**src/rtl/fpga_robots_game_ps2_pkg.sv**
```systemverilog
// Shared PS/2 frame constants and receiver FSM state encoding for the robots game.
package fpga_robots_game_ps2_pkg;

   localparam logic START_BIT = 1'b0;
   localparam logic STOP_BIT  = 1'b1;
   localparam int   DATA_BITS = 8;

   typedef enum logic [1:0] {
      ST_IDLE   = 2'd0,
      ST_DATA   = 2'd1,
      ST_PARITY = 2'd2,
      ST_STOP   = 2'd3
   } ps2_state_e;

   // Odd parity holds when data plus parity bit carry an odd number of ones.
   function automatic logic odd_parity_ok(input logic [DATA_BITS-1:0] data, input logic par);
      return ^{data, par};
   endfunction

endpackage

```
**src/rtl/fpga_robots_game_fifo.sv**
```systemverilog
// Generic first-word-fall-through FIFO: RAM array plus a registered head word,
// so the read data never depends combinationally on the ready input.
module fpga_robots_game_fifo #(
   parameter int WIDTH = 8,
   parameter int AW    = 3
) (
   input  logic             clk,
   input  logic             rst,
   input  logic             wr_en_i,
   input  logic [WIDTH-1:0] wr_data_i,
   output logic             full_o,
   output logic [AW:0]      count_o,
   output logic [WIDTH-1:0] rd_data_o,
   output logic             rd_valid_o,
   input  logic             rd_ready_i
);

   localparam int DEPTH = 1 << AW;
   localparam int CW    = AW + 1;

   logic [WIDTH-1:0] mem_q [DEPTH];
   logic [AW-1:0]    wr_ptr_q, wr_ptr_d;
   logic [AW-1:0]    rd_ptr_q, rd_ptr_d;
   logic [CW-1:0]    count_q, count_d;
   logic [WIDTH-1:0] head_q, head_d;
   logic             push, pop;

   assign full_o     = (count_q == CW'(DEPTH));
   assign rd_valid_o = (count_q != '0);
   assign count_o    = count_q;
   assign rd_data_o  = head_q;

   assign pop  = rd_valid_o && rd_ready_i;
   assign push = wr_en_i && (!full_o || pop);

   always_comb begin
      wr_ptr_d = wr_ptr_q + AW'(push);
      rd_ptr_d = rd_ptr_q + AW'(pop);
      count_d  = count_q + CW'(push) - CW'(pop);
      // The head follows the new read pointer; bypass when this cycle's write lands there.
      if (push && (wr_ptr_q == rd_ptr_d)) begin
         head_d = wr_data_i;
      end else begin
         head_d = mem_q[rd_ptr_d];
      end
   end

   always_ff @(posedge clk) begin
      if (push) begin
         mem_q[wr_ptr_q] <= wr_data_i;
      end
   end

   always_ff @(posedge clk or negedge rst) begin
      if (!rst) begin
         wr_ptr_q <= '0;
         rd_ptr_q <= '0;
         count_q  <= '0;
         head_q   <= '0;
      end else begin
         wr_ptr_q <= wr_ptr_d;
         rd_ptr_q <= rd_ptr_d;
         count_q  <= count_d;
         head_q   <= head_d;
      end
   end

endmodule

```
**src/rtl/fpga_robots_game_ps2rx.sv**
```systemverilog
// PS/2 keyboard receiver: pin conditioning, 11-bit frame deframing with error
// reporting, byte FIFO toward the game logic, and clock inhibit when nearly full.
module fpga_robots_game_ps2rx
   import fpga_robots_game_ps2_pkg::*;
#(
   parameter int FILTER_LEN = 8,
   parameter int TIMEOUT    = 130000,
   parameter int FIFO_AW    = 3
) (
   input  logic       clk,
   input  logic       rst,
   input  logic       ps2_clk_i,
   input  logic       ps2_dat_i,
   output logic       ps2_clk_drive_low,
   output logic [7:0] rd_data,
   output logic       rd_valid,
   input  logic       rd_ready,
   output logic       err_parity,
   output logic       err_frame,
   output logic       err_overflow
);

   localparam int FCW   = $clog2(FILTER_LEN + 1);
   localparam int TCW   = $clog2(TIMEOUT + 1);
   localparam int CW    = FIFO_AW + 1;
   localparam int DEPTH = 1 << FIFO_AW;

   // Bit 0 carries the PS/2 clock, bit 1 the PS/2 data.
   logic [1:0]           sync1_q, sync2_q;
   logic [FCW-1:0]       fcnt_q, fcnt_d;
   logic                 filt_q, filt_d;
   logic                 fall;
   logic                 dat_s;
   logic [TCW-1:0]       tmo_q, tmo_d;
   logic                 timeout_hit;
   ps2_state_e           state_q, state_d;
   logic [2:0]           bitcnt_q, bitcnt_d;
   logic [DATA_BITS-1:0] shift_q, shift_d;
   logic                 par_q, par_d;
   logic                 perr_q, perr_d;
   logic                 ferr_q, ferr_d;
   logic                 oerr_q, oerr_d;
   logic                 fifo_push;
   logic                 fifo_full;
   logic [CW-1:0]        fifo_count;
   logic                 fifo_pop;

   assign dat_s       = sync2_q[1];
   assign timeout_hit = (tmo_q == TCW'(TIMEOUT));
   assign fifo_pop    = rd_valid && rd_ready;

   always_ff @(posedge clk or negedge rst) begin
      if (!rst) begin
         sync1_q <= 2'b11;
         sync2_q <= 2'b11;
      end else begin
         sync1_q <= {ps2_dat_i, ps2_clk_i};
         sync2_q <= sync1_q;
      end
   end

   // The filtered clock flips on the FILTER_LEN-th consecutive differing sample.
   always_comb begin
      filt_d = filt_q;
      fcnt_d = '0;
      fall   = 1'b0;
      if (sync2_q[0] != filt_q) begin
         if (fcnt_q == FCW'(FILTER_LEN - 1)) begin
            filt_d = ~filt_q;
            fall   = filt_q;
         end else begin
            fcnt_d = fcnt_q + FCW'(1);
         end
      end
   end

   always_comb begin
      tmo_d = tmo_q;
      if ((state_q == ST_IDLE) || fall) begin
         tmo_d = '0;
      end else if (!timeout_hit) begin
         tmo_d = tmo_q + TCW'(1);
      end
   end

   always_comb begin
      state_d   = state_q;
      bitcnt_d  = bitcnt_q;
      shift_d   = shift_q;
      par_d     = par_q;
      perr_d    = 1'b0;
      ferr_d    = 1'b0;
      oerr_d    = 1'b0;
      fifo_push = 1'b0;
      if ((state_q != ST_IDLE) && timeout_hit) begin
         state_d = ST_IDLE;
         ferr_d  = 1'b1;
      end else if (fall) begin
         unique case (state_q)
            ST_IDLE: begin
               if (dat_s == START_BIT) begin
                  state_d  = ST_DATA;
                  bitcnt_d = '0;
               end else begin
                  ferr_d = 1'b1;
               end
            end
            ST_DATA: begin
               shift_d  = {dat_s, shift_q[DATA_BITS-1:1]};
               bitcnt_d = bitcnt_q + 3'd1;
               if (bitcnt_q == 3'(DATA_BITS - 1)) begin
                  state_d = ST_PARITY;
               end
            end
            ST_PARITY: begin
               par_d   = dat_s;
               state_d = ST_STOP;
            end
            ST_STOP: begin
               state_d = ST_IDLE;
               if (dat_s != STOP_BIT) begin
                  ferr_d = 1'b1;
               end else if (!odd_parity_ok(shift_q, par_q)) begin
                  perr_d = 1'b1;
               end else if (fifo_full && !fifo_pop) begin
                  oerr_d = 1'b1;
               end else begin
                  fifo_push = 1'b1;
               end
            end
            default: state_d = ST_IDLE;
         endcase
      end
   end

   always_ff @(posedge clk or negedge rst) begin
      if (!rst) begin
         filt_q   <= 1'b1;
         fcnt_q   <= '0;
         tmo_q    <= '0;
         state_q  <= ST_IDLE;
         bitcnt_q <= '0;
         shift_q  <= '0;
         par_q    <= 1'b0;
         perr_q   <= 1'b0;
         ferr_q   <= 1'b0;
         oerr_q   <= 1'b0;
      end else begin
         filt_q   <= filt_d;
         fcnt_q   <= fcnt_d;
         tmo_q    <= tmo_d;
         state_q  <= state_d;
         bitcnt_q <= bitcnt_d;
         shift_q  <= shift_d;
         par_q    <= par_d;
         perr_q   <= perr_d;
         ferr_q   <= ferr_d;
         oerr_q   <= oerr_d;
      end
   end

   assign err_parity   = perr_q;
   assign err_frame    = ferr_q;
   assign err_overflow = oerr_q;

   // Only inhibit between frames, leaving room for the byte already in flight.
   assign ps2_clk_drive_low = (state_q == ST_IDLE) && (fifo_count >= CW'(DEPTH - 1));

   fpga_robots_game_fifo #(
      .WIDTH (DATA_BITS),
      .AW    (FIFO_AW)
   ) u_fifo (
      .clk        (clk),
      .rst        (rst),
      .wr_en_i    (fifo_push),
      .wr_data_i  (shift_q),
      .full_o     (fifo_full),
      .count_o    (fifo_count),
      .rd_data_o  (rd_data),
      .rd_valid_o (rd_valid),
      .rd_ready_i (rd_ready)
   );

endmodule

```
**config.mk**
```make
export PLATFORM = sky130hd
export DESIGN_NAME = fpga_robots_game_ps2rx
export DESIGN_NICKNAME = d
export VERILOG_FILES = /design/src/rtl/fpga_robots_game_ps2_pkg.sv /design/src/rtl/fpga_robots_game_fifo.sv /design/src/rtl/fpga_robots_game_ps2rx.sv
export SDC_FILE = /design/constraint.sdc
export NUM_CORES = 1
export LEC_CHECK = 0
export ABC_AREA = 1
export CAP_MARGIN = 25
export CORE_MARGIN = 3
export CORE_UTILIZATION = 50
export CTS_BUF_LIST = sky130_fd_sc_hd__clkbuf_2 sky130_fd_sc_hd__clkbuf_4 sky130_fd_sc_hd__clkbuf_8
export CTS_CLUSTER_SIZE = 24
export DETAILED_ROUTE_END_ITERATION = 7
export HOLD_SLACK_MARGIN = 0.03
export PLACE_DENSITY = 0.75
export SLEW_MARGIN = 15
export SYNTH_ARGS = -nofsm -noshare
export SYNTH_HDL_FRONTEND = slang
export SYNTH_SLANG_ARGS = --single-unit
```
**constraint.sdc**
```tcl
create_clock -name clk -period 2.9 [get_ports clk]
set_clock_uncertainty 0.2 [all_clocks]
set_input_delay 0.58 -clock clk [delete_from_list [all_inputs] [get_ports clk]]
set_output_delay 0.58 -clock clk [all_outputs]
set_load 0.01 [all_outputs]
```
## Word-level counts from Yosys, hierarchy flattened

Memory sizes are Yosys's and may differ from the RTL's. A register that Yosys moved wholly into a read port is not among the register bits.
Index checks and enable logic that the tools add are counted.

| storage, ports and cells | value |
|---|---|
| register bits after elaboration | 53 |
| RAM bits | 64 |
| word-level logic and storage cells | 96 |
| memories kept | 1 |

Memory list:

| name | words | width | rd ports | clocked after Yosys merged registers in | write ports | line | text |
|---|---|---|---|---|---|---|---|
| u_fifo.mem_q | 8 | 8 | 1 | 1 | 1 | fpga_robots_game_fifo.sv:21 | `logic [WIDTH-1:0] mem_q [DEPTH];` |

| operators by class | value |
|---|---|
| $add $sub $neg | 7 |
| $lt $le $gt $ge | 1 |
| eq/ne operators | 12 |
| multiplexer cells | 37 |
| bitwise gates (word level) | 2 |
| reductions and logical operators | 21 |

Operators with widths:

| kind | number |
|---|---|
| 17-bit 2-to-1 mux | 2 |
| 1-bit 2-to-1 mux | 25 |
| 17-bit by 1-bit adder with 17-bit output, second input constant | 1 |
| 17-bit == test, second input constant | 1 |
| 3-bit AND reduction | 3 |
| 9-bit parity | 1 |
| 2-bit 2-to-1 mux | 4 |
| 4-bit 2-to-1 mux | 2 |
| 2-bit case mux with 4 select lines | 1 |
| 3-bit by 1-bit adder with 3-bit output | 2 |
| 3-bit case mux with 2 select lines | 1 |
| 2-bit nonzero test | 3 |
| 1-bit logical AND | 5 |
| 4-bit by 1-bit adder with 4-bit output | 1 |
| 4-bit by 1-bit adder with 4-bit output, second input constant | 1 |
| 2-bit == test, second input constant | 2 |
| 4-bit by 3-bit == test with 1-bit output, second input constant | 1 |
| 4-bit == test, second input constant | 1 |
| 4-bit by 3-bit >= comparator with 1-bit output, second input constant | 1 |
| 4-bit AND reduction | 1 |
| 4-bit nonzero test | 1 |
| 4-bit by 1-bit subtractor with 4-bit output | 1 |
| 3-bit by 1-bit adder with 3-bit output, second input constant | 1 |
| 3-bit == test, second input constant | 1 |
| 13 further kinds | 17 |

## Logic depth before layout (Yosys ltp)

Gate-level depths: netlist of the first run.

| logic depth | value |
|---|---|
| depth in word-level cells | 13 |
| gate-level depth with buffers | 14 |
| mapped depth without buffers | 13 |

## Modules after synthesis

From an unflattened synthesis of the first run, not the netlist that was laid out.

| unflattened totals | value |
|---|---|
| cell total of the unflattened synthesis | 663 |
| area total of the unflattened synthesis | 6,095.8 µm² |

By module, submodules not included:

| module | times used | cells each | area an instance (µm²) | sequential area each (µm²) |
|---|---|---|---|---|
| fpga_robots_game_fifo | 1 | 383 | 3,804.9 | 2,372.3 |
| fpga_robots_game_ps2rx | 1 | 280 | 2,290.9 | 1,082.3 |

## Worst setup path after synthesis of the first run

No wires, ideal clock.

| path | value |
|---|---|
| path type | flip-flop to flip-flop |
| start | reg u_fifo.count_q[2] (netlist: u_fifo.count_o[2]) |
| end | reg u_fifo.head_q[0] (netlist: u_fifo.rd_data_o[0]) (read register of u_fifo.mem_q) |
| library setup time | 0.117 ns |
| data arrival time | 2.235 ns |
| path slack | 0.348 ns |
| cell stages (with the launch flop) | 12 |
| period minus slack after synthesis | 2.552 ns |
| path through | dfrtp_1 inv_1 ha_1 a21oi_1 ha_1 ha_1 buf_6 xor2_2 nor4_4 nand2_2 nand2_1 nand2_1 |

| on the way | value |
|---|---|
| cells in the longest elaborated chain, start to end | 3 |

Ends and longest elaborated chain:

| element | line | text |
|---|---|---|
| start, declared | fpga_robots_game_fifo.sv:24 | `logic [CW-1:0] count_q, count_d;` |
| start signal, assigned | fpga_robots_game_fifo.sv:63 | `count_q <= count_d;` |
| 4-bit nonzero test | fpga_robots_game_fifo.sv:29 | `assign rd_valid_o = (count_q != '0);` |
| 1-bit logical AND | fpga_robots_game_fifo.sv:33 | `assign pop = rd_valid_o && rd_ready_i;` |
| 3-bit by 1-bit adder with 3-bit output | fpga_robots_game_fifo.sv:38 | `rd_ptr_d = rd_ptr_q + AW'(pop);` |
| named net u_fifo.rd_ptr_d[1] | fpga_robots_game_fifo.sv:23 | `logic [AW-1:0] rd_ptr_q, rd_ptr_d;` |
| end, declared | fpga_robots_game_fifo.sv:25 | `logic [WIDTH-1:0] head_q, head_d;` |

The timed path passes the listed nets, and every way through them passes these cells.
A chain may end at the register's enable or synchronous reset.

## Final worst setup path of the first run

| path | value |
|---|---|
| start | reg state_q[0] |
| end | out ps2_clk_drive_low |

| on the way | value |
|---|---|
| cells in the longest elaborated chain, start to end | 2 |

Ends and longest elaborated chain:

| element | line | text |
|---|---|---|
| start, declared | fpga_robots_game_ps2rx.sv:36 | `ps2_state_e state_q, state_d;` |
| start signal, assigned | fpga_robots_game_ps2rx.sv:152 | `state_q <= state_d;` |
| 2-bit logical NOT | fpga_robots_game_ps2rx.sv:167 | `assign ps2_clk_drive_low = (state_q == ST_IDLE) && (fifo_count >= CW'(DEPTH - 1));` |
| 1-bit logical AND | fpga_robots_game_ps2rx.sv:167 |  |
| end, declared | fpga_robots_game_ps2rx.sv:14 | `output logic ps2_clk_drive_low,` |

No other way between the ends.

==> results of run 1 <==
power by group:
part / internal (mW) / switching (mW) / total (mW)
Sequential: 2.00 / 0.0743 / 2.07
Clock: 0.703 / 0.725 / 1.43
Combinational: 0.750 / 1.03 / 1.78
Total: 3.45 / 1.83 / 5.28
flip-flops by register name, summed over array words and instances (netlist names), 2 cells and up:
name              cells
bitcnt_q              3
state_q               2
fcnt_q                4
u_fifo.wr_ptr_q       3
u_fifo.mem_q         64
tmo_q                17
u_fifo.rd_ptr_q       3
shift_q               8
u_fifo.rd_data_o      8
sync1_q               2
sync2_q               2
u_fifo.count_o        4
placed cells by master, fill, tap and decap left out, drive strengths merged:
cell	n
nor3b	1
clkinv	6
xnor2	3
nand3b	1
clkinvlp	4
nor4	4
a21oi	23
dfstp	5
nor2	59
xor2	12
or2	2
o211ai	1
o21ai	44
o22ai	8
bufinv	1
inv	62
fa	1
nand4	5
clkdlybuf4s50	16
clkbuf	18
nand3	23
dlygate4sd3	1
a31oi	1
ha	20
dfrtp	56
a32o	8
o21a	2
edfxtp	64
buf	24
nor3	7
nand2	121
cells by family after synthesis:
kind of cell	Yosys count	synth area share (%)
and+or+nand+nor	223	17.5
DFF	125	61.3
AOI/OAI and AO/OA	87	8.76
buffers and inverters	72	5.21
adders and majority gates	21	4.79
xor gates and xnor gates	15	2.46
metrics by stage:
stage               hold WS, ns  TNS, ns  power, mW  std cells  instance area [sq um]
floorplan                0.0844        0       3.23        543                   5640
global placement          0.147   -0.362       3.82        710                   6140
detailed placement        0.149    -1.05       3.89        710                   6140
CTS                       0.160        0       5.33        743                   6530
global route              0.163        0       5.62        743                   6530
finish                    0.159        0       5.28        743                   6530
worst max-delay path by stage:
stage | startpoint | end | slack [ns] | cells past startpoint
6_report | state_q[0] | ps2_clk_drive_low | 0.09 | 5
3_5_place_dp | rd_ready | u_fifo.rd_data_o[1] | -0.14 | 11
2_1_floorplan | u_fifo.count_o[2] | u_fifo.rd_data_o[0] | 0.35 | 11
5_1_grt | state_q[0] | ps2_clk_drive_low | 0.0007 | 5
4_1_cts | state_q[0] | ps2_clk_drive_low | 0.05 | 5
3_3_place_gp | rd_ready | u_fifo.rd_data_o[0] | -0.06 | 12
cell type report:
type	count	area (sq um)
Clock buffer	18	241
Clock inverter	14	138
Fill cell	873	4400
Inverter	59	221
Multi-Input combinational cell	346	1890
Sequential cell	125	3450
Tap cell	140	175
Timing Repair Buffer	41	410
timing repair:
item	CTS	global route
hold endpoints to repair	19	0
hold buffers	1	0
gates resized for setup	0	0
layer usage:
layer / global-route usage [%] / vias up / share of wire, %
li1: - / 1916 / -
met1: 25.2 / 1881 / 44
met2: 31.9 / 106 / 50
met3: 5.01 / 15 / 5.0
met4: 5.45 / 0 / 1.3
met5: 0 / - / 0
critical path: stages (launching register included):
cell and delay (ns):
dfrtp_1 0.41, inv_1 0.12, ha_1 0.23, inv_1 0.13, a21oi_1 0.15, clkdlybuf4s50_1 0.56
==> impl_metrics.env, run 1 <==
export IMPL_finalWorstSetupSlack_ns=0.0870
export IMPL_ant_nets=0
export IMPL_ys_ff_latch=125
export IMPL_irDropWorstVdd_uv=539
export IMPL_numCtsBuffers=17
export IMPL_hold_class="flop to flop"
export IMPL_post_route_min_period_ns=2.81
export IMPL_async_reset_ff_share_pct=48.8
export IMPL_yosysTopAreaCellShare_pct=34.1
export IMPL_wirelength_um=11300
export IMPL_outcome="completed"
export IMPL_die_y_um=112
export IMPL_syn_area_per_cell_sq_um=10.4
export IMPL_setup_violations=0
export IMPL_synth_common_cells="118 x nand2_1, 64 x edfxtp_1, 56 x dfrtp_1"
export IMPL_drtIter0Drc=251
export IMPL_hold_depth=0
export IMPL_post_cts_buffers=0
export IMPL_area_growth_pct=15.8
export IMPL_power_leakage_nw=2.84
export IMPL_antenna_found_initial=0
export IMPL_whs_endpoint="sync2_q[0]"
export IMPL_core_area_sq_mm=0.0109
export IMPL_syn_nets=569
export IMPL_power_density_mw_per_mm2=808
export IMPL_reg2reg_depth=11
export IMPL_r2r_start="u_fifo.count_o[2]"
export IMPL_clkSinkCount=125
export IMPL_cp_end_kind="output pin"
export IMPL_finalCritPeriodShare_pct=97.0
export IMPL_fp_dieW_um=112
export IMPL_synth_ff_type="edfxtp_1"
export IMPL_min_from="sync1_q[0]"
export IMPL_drive_above_1_share_pct=13.4
export IMPL_drv_cap=0
export IMPL_fmaxAchievable_mhz=355
export IMPL_initial_utilization_pct=51.6
export IMPL_cts_htree_levels=4
export IMPL_clock_latency_ns=0.42
export IMPL_io_pin_count=18
export IMPL_synth_most_common_cell="nand2_1"
export IMPL_slew_violations=0
export IMPL_port_buffers=17
export IMPL_rsz0062_at_grt="false"
export IMPL_relSlewSlack_pct=65.5
export IMPL_dr_pass1_iters=5
export IMPL_wl_per_cell_um=15.3
export IMPL_dp_hpwl_um=7720
export IMPL_synth_distinct_cells=38
export IMPL_die_area_sq_mm=0.0126
export IMPL_yosysWarnings=0
export IMPL_synthTopCellsByArea="edfxtp_1 34%, dfrtp_1 25%, nand2_1 7.9%"
export IMPL_path_class="flop to output pin"
export IMPL_path_clk_slew_ns=0.08
export IMPL_clockRootBuffer="clkbuf_8"
export IMPL_worstSetupStartpointType="flop"
export IMPL_nNetsFinal=616
export IMPL_synth_cells=543
export IMPL_crit_arrival_ns=2.03
export IMPL_r2r_end="u_fifo.rd_data_o[4]"
export IMPL_syn_area_sq_mm=0.00564
export IMPL_r2r_slack_ns=0.22
export IMPL_grt_start_max_net_pins=43
export IMPL_grt_use_total_pct=19.2
export IMPL_clock_path_buffers=2
export IMPL_cts_tree="yes"
export IMPL_grt_pass1_vias=3877
export IMPL_synth_edff_count=64
export IMPL_final_util_pct=59.7
export IMPL_vias=3918
export IMPL_num_antenna_cells=0
export IMPL_cp_data_required_time_ns=2.12
export IMPL_drc=0
export IMPL_vias_per_cell=5.27
export IMPL_worstMarginPinSlew_ns=0.518
export IMPL_grt_overflow_total=0
export IMPL_synth_seq_area_share_pct=61.3
export IMPL_hold_violations=0
export IMPL_grt_first_pass_wirelength_um=19000
export IMPL_synth_area_leader_cell="edfxtp_1"
export IMPL_gp_congestion=0.864
export IMPL_dp_slack_ns=-0.145
export IMPL_rows=38
export IMPL_critPathMaxFanout=4
No activity file was read; power rests on OpenSTA's default activity.
==> run 2: changes to the inputs <==
--- a/config.mk
+++ b/config.mk
@@ -10,7 +10,7 @@
 export CORE_MARGIN = 3
 export CORE_UTILIZATION = 50
 export CTS_BUF_LIST = sky130_fd_sc_hd__clkbuf_2 sky130_fd_sc_hd__clkbuf_4 sky130_fd_sc_hd__clkbuf_8
-export CTS_CLUSTER_SIZE = 24
+export CTS_CLUSTER_SIZE = 20
 export DETAILED_ROUTE_END_ITERATION = 7
 export HOLD_SLACK_MARGIN = 0.03
 export PLACE_DENSITY = 0.75
==> results of run 2 <==
Same layout as run 1: the final DEF is identical, and so are final timing and power.
==> run 3: changes to the inputs <==
--- a/config.mk
+++ b/config.mk
@@ -8,12 +8,11 @@
 export ABC_AREA = 1
 export CAP_MARGIN = 25
 export CORE_MARGIN = 3
-export CORE_UTILIZATION = 50
+export CORE_UTILIZATION = 63
 export CTS_BUF_LIST = sky130_fd_sc_hd__clkbuf_2 sky130_fd_sc_hd__clkbuf_4 sky130_fd_sc_hd__clkbuf_8
-export CTS_CLUSTER_SIZE = 20
 export DETAILED_ROUTE_END_ITERATION = 7
 export HOLD_SLACK_MARGIN = 0.03
-export PLACE_DENSITY = 0.75
+export PLACE_DENSITY = 0.89
 export SLEW_MARGIN = 15
 export SYNTH_ARGS = -nofsm -noshare
 export SYNTH_HDL_FRONTEND = slang
==> impl_metrics.env, run 3 (same netlist as run 1, synthesis figures left out) <==
export IMPL_drc=0
export IMPL_port_buffers=17
export IMPL_cp_data_required_time_ns=2.12
export IMPL_hold_violations=0
export IMPL_numCtsBuffers=17
export IMPL_wl_per_cell_um=17.5
export IMPL_worstMarginPinSlew_ns=0.691
export IMPL_path_class="flop to output pin"
export IMPL_outcome="completed"
export IMPL_ant_nets=0
export IMPL_path_clk_slew_ns=0.08
export IMPL_placed_area_sq_mm=0.00610
export IMPL_post_route_min_period_ns=2.77
export IMPL_wirelength_um=12300
export IMPL_crit_arrival_ns=1.99
export IMPL_setup_violations=0
export IMPL_grt_use_total_pct=26.3
export IMPL_core_area_sq_mm=0.00846
export IMPL_num_antenna_cells=0
export IMPL_crit_top_cell="inv_1"
export IMPL_final_cell_area_sq_mm=0.00654
export IMPL_relSlewSlack_pct=53.9
export IMPL_clkSinkCount=125
export IMPL_grt_pass1_vias=4297
export IMPL_vias=4165
export IMPL_clock_path_buffers=2
export IMPL_grt_first_pass_wirelength_um=20300
export IMPL_grt_start_max_net_pins=33
export IMPL_die_area_sq_mm=0.0101
export IMPL_clockRootBuffer="clkbuf_8"
export IMPL_final_util_pct=77.3
export IMPL_area_growth_pct=16.0
export IMPL_die_y_um=101
export IMPL_largest_register_ffs=64
export IMPL_slowest_delay_ns=0.55
export IMPL_slew_violations=0
export IMPL_worstSetupStartpointType="flop"
export IMPL_ff_latch_area_sq_mm=0.00345
export IMPL_rsz0062_at_grt="false"
export IMPL_largest_register="u_fifo.mem_q"
export IMPL_cts_tree="yes"
export IMPL_cp_end_kind="output pin"
export IMPL_initial_utilization_pct=66.6
export IMPL_power_leakage_nw=2.86
export IMPL_io_pin_count=18
export IMPL_critPathMaxFanout=4
export IMPL_fmaxAchievable_mhz=361
export IMPL_grt_overflow_total=0
export IMPL_dr_pass1_iters=5
export IMPL_fp_dieW_um=101
export IMPL_power_total_mw=5.53
export IMPL_hold_class="flop to flop"
export IMPL_reg_largest_list="u_fifo.mem_q: 64 flops, tmo_q: 17 flops"
export IMPL_num_fill_cells=486
export IMPL_irDropWorstVdd_uv=427
export IMPL_tns_ns=0
export IMPL_gp_congestion=0.949
export IMPL_multiInputGateArea_sq_mm=0.00189
export IMPL_drtIter0Drc=240
export IMPL_finalCritPeriodShare_pct=95.6
export IMPL_vias_per_cell=5.90
export IMPL_clock_latency_ns=0.44
export IMPL_critPathSlowestCell="clkdlybuf4s50_1"
export IMPL_drive_above_1_share_pct=13.3
export IMPL_worstPathCellList="inv_1 > ha_2 > inv_1 > a21oi_1 > clkdlybuf4s50_1"
export IMPL_antenna_found_initial=0
export IMPL_drv_cap=0
export IMPL_nNetsFinal=614
export IMPL_rows=33
export IMPL_cts_htree_levels=4
export IMPL_power_density_mw_per_mm2=845
export IMPL_layout_commonest_cell="nand2_1"
export IMPL_dp_hpwl_um=7950
export IMPL_final_cell_mix="118 x nand2_1, 64 x edfxtp_1, 56 x dfrtp_1, 55 x inv_1, 52 x nor2_1"
## run 3: cell count changes in the layout (fill, tap and decap cells not counted), sizes merged
cell / change
clkinvlp: +1
inv: -4
buf: -2
bufinv: +3
## run 3: through the flow
step           hold slack (ns)  setup WS [ns]  std cells
3_5_place_dp             0.147        -0.0485        673
5_1_grt                  0.155         0.0136        706
2_1_floorplan           0.0844          0.348        543
6_report                 0.151          0.127        706
4_1_cts                  0.152         0.0718        706
3_3_place_gp             0.146         0.0145        673
## run 3: worst max-delay path, delay by kind of cell (launching register included)
kind            cells  cell delay, ns
buf+inv             3            0.80
fa+ha+maj           1            0.23
flops               1            0.40
compound gates      1            0.13
## run 3: report_power, final
| part | internal, mW | leakage (nW) | total [mW] | switching [mW] |
|---|---|---|---|---|
| logic | 0.748 | 1.11 | 1.80 | 1.05 |
| registers | 2.00 | 1.54 | 2.06 | 0.0680 |
| clock network | 0.946 | 0.205 | 1.66 | 0.715 |
| total | 3.69 | 2.86 | 5.53 | 1.84 |
## run 3: worst paths after layout
path	start	slack (ns)	cells after the start	end
setup / recovery	state_q[0]	0.13	5	ps2_clk_drive_low
hold / removal	sync1_q[1]	0.15	0	sync2_q[1]
setup reg to reg	u_fifo.count_o[2]	0.15	13	u_fifo.rd_data_o[4]
hold reg to reg	sync1_q[1]	0.15	0	sync2_q[1]
max in group asynchronous	rst	1.22	3	sync2_q[1]
min in group asynchronous	rst	0.52	2	u_fifo.rd_ptr_q[0]
## run 3: layout make-up
| cell class | instances | share of cell area (%) |
|---|---|---|
| inverter | 59 | 3.38 |
| clock buffer | 18 | 3.69 |
| tap | 105 | 2.01 |
| multi-input combinational | 346 | 28.9 |
| clock inverter | 14 | 2.96 |
| timing repair buffer | 39 | 6.23 |
| sequential | 125 | 52.8 |
## run 3: timing repair
item                                    CTS  global route
hold endpoints to repair                 24             0
resized for setup                         0             1
endpoints found under the setup margin    0             1
hold buffers                              1             0
setup buffers                             0             0
## run 3: layer usage
| layer | up-vias | wire [um] | track usage (%) |
|---|---|---|---|
| met3 | 43 | 844 | 8.10 |
| met5 | - | 0 | 0 |
| met4 | 0 | 343 | 11.5 |
| met1 | 2032 | 4640 | 29.0 |
| li1 | 1912 | - | - |
| met2 | 178 | 6510 | 46.5 |
